===== src/rtl/alu_issue_ctrl.sv =====
// Issue controller sharing one 32-bit ALU between two requesters: round-robin grant,
// operand hold for the opcode latency, and result return over a valid/ready channel.
module alu_issue_ctrl #(
    parameter int INT_LAT = 1,
    parameter int FP_LAT  = 3
) (
    input  logic        clk,
    input  logic        rst_n,
    input  logic        req0_valid,
    output logic        req0_ready,
    input  logic [31:0] req0_a,
    input  logic [31:0] req0_b,
    input  logic [4:0]  req0_op,
    input  logic        req1_valid,
    output logic        req1_ready,
    input  logic [31:0] req1_a,
    input  logic [31:0] req1_b,
    input  logic [4:0]  req1_op,
    output logic [31:0] alu_a,
    output logic [31:0] alu_b,
    output logic [4:0]  alu_op,
    input  logic [63:0] alu_out,
    output logic        rsp_valid,
    input  logic        rsp_ready,
    output logic        rsp_id,
    output logic [63:0] rsp_data,
    output logic        rsp_err
);

    localparam int MAX_LAT = (INT_LAT > FP_LAT) ? INT_LAT : FP_LAT;
    localparam int CW      = $clog2(MAX_LAT + 1);

    typedef enum logic [1:0] {IDLE, EXEC, RESP} state_t;

    state_t          state;
    state_t          state_next;
    logic            rr_ptr;
    logic [CW-1:0]   cnt;
    logic            err_pend;

    logic            grant_id;
    logic            accept;
    logic [31:0]     sel_a;
    logic [31:0]     sel_b;
    logic [4:0]      sel_op;
    logic            sel_illegal;
    logic [CW-1:0]   sel_lat;

    // A lone valid requester wins regardless of rr_ptr; rr_ptr only breaks ties.
    always_comb begin
        grant_id = (req0_valid & req1_valid) ? rr_ptr : req1_valid;
        accept   = (state == IDLE) & (req0_valid | req1_valid);
        sel_a    = grant_id ? req1_a  : req0_a;
        sel_b    = grant_id ? req1_b  : req0_b;
        sel_op   = grant_id ? req1_op : req0_op;
        sel_illegal = sel_op[4];
        if (sel_illegal) begin
            sel_lat = CW'(1);
        end else if (sel_op == 5'd5 || sel_op == 5'd6 || sel_op == 5'd7) begin
            sel_lat = CW'(FP_LAT);
        end else begin
            sel_lat = CW'(INT_LAT);
        end
    end

    assign req0_ready = rst_n & accept & ~grant_id;
    assign req1_ready = rst_n & accept &  grant_id;

    always_comb begin
        state_next = state;
        case (state)
            IDLE: if (accept) state_next = EXEC;
            EXEC: if (cnt == CW'(1)) state_next = RESP;
            RESP: if (rsp_valid & rsp_ready) state_next = IDLE;
            default: state_next = IDLE;
        endcase
    end

    always_ff @(posedge clk or negedge rst_n) begin
        if (!rst_n) begin
            state     <= IDLE;
            rr_ptr    <= 1'b0;
            cnt       <= '0;
            err_pend  <= 1'b0;
            alu_a     <= '0;
            alu_b     <= '0;
            alu_op    <= '0;
            rsp_valid <= 1'b0;
            rsp_id    <= 1'b0;
            rsp_data  <= '0;
            rsp_err   <= 1'b0;
        end else begin
            state <= state_next;
            case (state)
                IDLE: begin
                    if (accept) begin
                        rr_ptr   <= ~grant_id;
                        rsp_id   <= grant_id;
                        cnt      <= sel_lat;
                        err_pend <= sel_illegal;
                        // Illegal ops leave the ALU inputs untouched.
                        if (!sel_illegal) begin
                            alu_a  <= sel_a;
                            alu_b  <= (sel_op == 5'd6) ? {~sel_b[31], sel_b[30:0]} : sel_b;
                            alu_op <= sel_op;
                        end
                    end
                end
                EXEC: begin
                    cnt <= cnt - CW'(1);
                    if (cnt == CW'(1)) begin
                        rsp_valid <= 1'b1;
                        rsp_err   <= err_pend;
                        rsp_data  <= err_pend ? 64'd0 : alu_out;
                    end
                end
                RESP: begin
                    if (rsp_ready) rsp_valid <= 1'b0;
                end
                default: ;
            endcase
        end
    end

endmodule

===== config.mk =====
export PLATFORM = sky130hd
export DESIGN_NAME = alu_issue_ctrl
export DESIGN_NICKNAME = d
export VERILOG_FILES = /design/src/rtl/alu_issue_ctrl.sv
export SDC_FILE = /design/constraint.sdc
export NUM_CORES = 1
export LEC_CHECK = 0
export BUFFER_PORTS_ARGS = -buffer_cell sky130_fd_sc_hd__buf_2
export CAP_MARGIN = 10
export CORE_AREA = 3 3 134 136
export DETAILED_ROUTE_END_ITERATION = 16
export DIE_AREA = 0 0 137 139
export GPL_ROUTABILITY_DRIVEN = 0
export GPL_TIMING_DRIVEN = 0
export PLACE_DENSITY_LB_ADDON = 0.08
export SLEW_MARGIN = 30
export SYNTH_ARGS = -nofsm -noshare
export SYNTH_HDL_FRONTEND = slang
export SYNTH_SLANG_ARGS = --single-unit

===== constraint.sdc =====
create_clock -name clk -period 2.9 [get_ports clk]
set_input_delay 0.58 -clock clk [delete_from_list [all_inputs] [get_ports clk]]
set_output_delay 0.58 -clock clk [all_outputs]
set_load 0.005 [all_outputs]

==> results by group <==
Critical path
  • Critical Path Max Stage Delay: 490 ps
  • RR Startpoint: state[0]
  • Startpoint type of the worst setup path: flop
  • WS Path Type: flop to output pin
  • Reg-to-reg endpoint: alu_a[25]
  • R2R depth: 6
  • R2R Setup Slk: ~550 ps
  • Delay-heaviest family, CP: buffers and inverters
  • CP Capture Type: output pin
  • Worst Path Buf+Inv: 2
  • Worst-path fanout max: 10
  • WP data required: roughly 2300 ps
  • Worst Path Arrival: approximately 2000 ps
  • Critical-path cell list: nand2b_1, nand2_1, buf_1, nor2_1, buf_2
  • Slowest-stage cell, CP: buf_1

Route
  • Detailed Route WL: around 19000 um
  • Vias: 5421
  • Antenna-violating nets left: 0
  • Via density: about 4.7
  • Mean routed wirelength per cell: 16.1 um
  • Drt drc: 0
  • DRT Pass-1 Iters: 4
  • Starting DRT DRC Count: ~220

Synthesis
  • Main flop type after synthesis: dfrtp_1
  • Synth Warn #: 0
  • Mapped Area: 0.00648 mm2
  • Post-synth top area cell: dfrtp_1
  • Synthesized net count: between 700 and 800
  • Yosys reg bits: roughly 140
  • Post-synth EDFFs: 0
  • Post-synth cell types: 32
  • Main area contributors after synthesis: dfrtp_1 (54%), mux2_2 (22%), nand2b_1 (6.3%), o21ai_0 (5.3%), nand2_1 (4.1%)
  • Yosys top cell area share: between 50% and 60%
  • Post-Syn Instances: approximately 560
  • Post-synthesis async set-or-reset flop share: between 90% and 100%
  • Syn_area_per_cell: ~12 um2
  • Post-synthesis sequential area ratio: 54.4%

Layout
  • Finished Layout Cells: roughly 1200
  • Area Overhead vs Synth: 40.6%
  • Multi-input logic area: approximately 0.0028 mm2
  • Most frequent cells in the layout: buf_2 (347), dfrtp_1 (141), mux2_2 (128)
  • Commonest non-fill, non-tap cell in the layout: buf_2
  • Fillcell total: 1613
  • Register area: approximately 0.0035 mm2
  • Layout cells sized above 1: 54.7%
  • Nets: 1130

Clock network
  • Clock net sink count: around 140
  • Post-cts sizing count: 0
  • Clock Latency Late Sink: around 400 ps
  • Setup Buffers After CTS: 0
  • Root Buffer: clkbuf_16
  • Htree depth: 4
  • Clock-pin slew of the registers on the worst-case setup and hold paths: 60 ps
  • CTS tree: built
  • Num CTS Buffers: 17
  • Clk buf depth: 2
  • Post-CTS Hold Buffers: 0

Placed design
  • Port-buffer cells: about 340
  • Setup WS pre-CTS: between 200 and 250 ps
  • Dpl hpwl: 14900 um
  • Post-Place Cells: around 1100

Timing
  • Worst-Margin Slew: ~660 ps
  • RSZ-0062 raised after global routing: false
  • Final Skew: approximately 7.6 ps
  • Fin crit period: 2590 ps
  • Crit share post-route: between 80% and 90%
  • Fmax: 386 MHz
  • Final-report setup violation count: 0
  • Hold Vio Cnt, Final: 0
  • Final max-slew violation count: 0
  • Fin Hold WS: 136 ps
  • Slew headroom: between 50% and 60%
  • Worst setup margin: 307 ps

Floorplan
  • Die height: around 140 um
  • Top Ports: 345
  • Initial Utilization: a little under two fifths
  • Die width: ~140 um
  • Rows: 48
  • Die footprint: roughly 0.019 mm2
  • Placeable core area: approximately 0.017 mm2

Power and ir drop
  • Lkg Pwr: about 4.5 nW
  • Pwr Density: roughly 990 mW/mm2
  • Maximum VDD drop: 0.000447 V

Global route
  • Pin count of the biggest net entering global routing: 79
  • GRT Resource Usage Total: between 10% and 20%
  • Vias in the first global route: around 5700
  • Total grt overflow: 0
  • Initial antenna violation count: 3
  • First-pass GRT wire length: between 20000 and 30000 um

Flow run
  • Max cap viols: 0

Min path
  • HP Class: primary input to async pin

Run status
  • Status: complete, no violations
-- registers in the layout (all words and copies together), names as in the netlist --
register,flops
alu_b,32
rsp_id,1
alu_a,32
alu_op,4
rr_ptr,1
cnt,2
rsp_err,1
rsp_valid,1
rsp_data,64
err_pend,1
state,2
-- cell families (layout without fill, tap and decap cells) --
logic type	Yosys count	count (layout)	synth area share, %
simple gates	160	160	12.6
flops	141	141	54.4
mux	136	136	23.6
compound gates	80	80	6.47
buf+inv	40	416	2.64
fa+ha+maj	1	1	0.193
other cells	1	3	0.0578
-- through the flow --
step | power, mW | area (um2) | setup TNS (ps) | utilization [%]
after floorplan | 5.27 | 6480 | 0 | -
after global placement | 6.86 | 8480 | -110660 | 49.7
after detailed placement | 6.98 | 8520 | 0 | 49.9
after CTS | 9.19 | 9110 | 0 | 53.4
after global routing | 9.75 | 9120 | 0 | 53.4
final | 9.04 | 9120 | 0 | 53.4
-- cell usage after synthesis (2+ instances only) --
cell type	n
buf_4	2
mux2_1	7
buf_2	5
nor4b_1	2
clkbuf_1	28
a21oi_1	5
inv_1	3
dfrtp_1	141
nor3b_1	2
nand3b_1	2
nand2_1	71
nor2_1	7
nor2b_1	3
nand2b_1	65
a21boi_0	2
o21ai_0	69
or3_1	2
nor3_1	2
mux2_2	128
-- report_power, final --
| group | total, mW | internal [mW] | switching, mW | leakage, nW |
|---|---|---|---|---|
| Clock | 2.18 | 1.37 | 0.805 | 0.287 |
| Sequential | 3.41 | 2.92 | 0.484 | 1.75 |
| Combinational | 3.45 | 1.79 | 1.66 | 2.48 |
| Total | 9.04 | 6.08 | 2.95 | 4.52 |
-- metal layers --
layer	part of all wire (%)	GRT usage, %	vias to the layer above
li1	-	-	2633
met1	38	21.0	2556
met2	52	34.8	205
met3	9.0	6.46	25
met4	1.8	6.72	2
met5	0.085	0	-
-- how the worst max path moves through the flow --
| stage | startpoint | end | slack (ps) | cells after the start |
|---|---|---|---|---|
| after floorplan | req1_valid | alu_a[25] | 780 | 7 |
| after global placement | rst_n | req0_ready | -1260 | 4 |
| after detailed placement | req1_valid | alu_a[29] | 230 | 8 |
| after CTS | rr_ptr | req1_ready | 250 | 5 |
| after global routing | rr_ptr | req1_ready | 160 | 5 |
| final | rr_ptr | req1_ready | 310 | 5 |
-- final cells by class --
class | count | share of cell area [%]
Antenna cell | 2 | 0.0549
Sequential cell | 141 | 38.7
Clock buffer | 21 | 4.94
Tap cell | 225 | 3.09
Clock inverter | 11 | 1.56
Timing Repair Buffer | 344 | 19.2
Multi-Input combinational cell | 378 | 30.5
Buffer | 37 | 1.76
Inverter | 3 | 0.124
(Power assumes the default switching activity.)
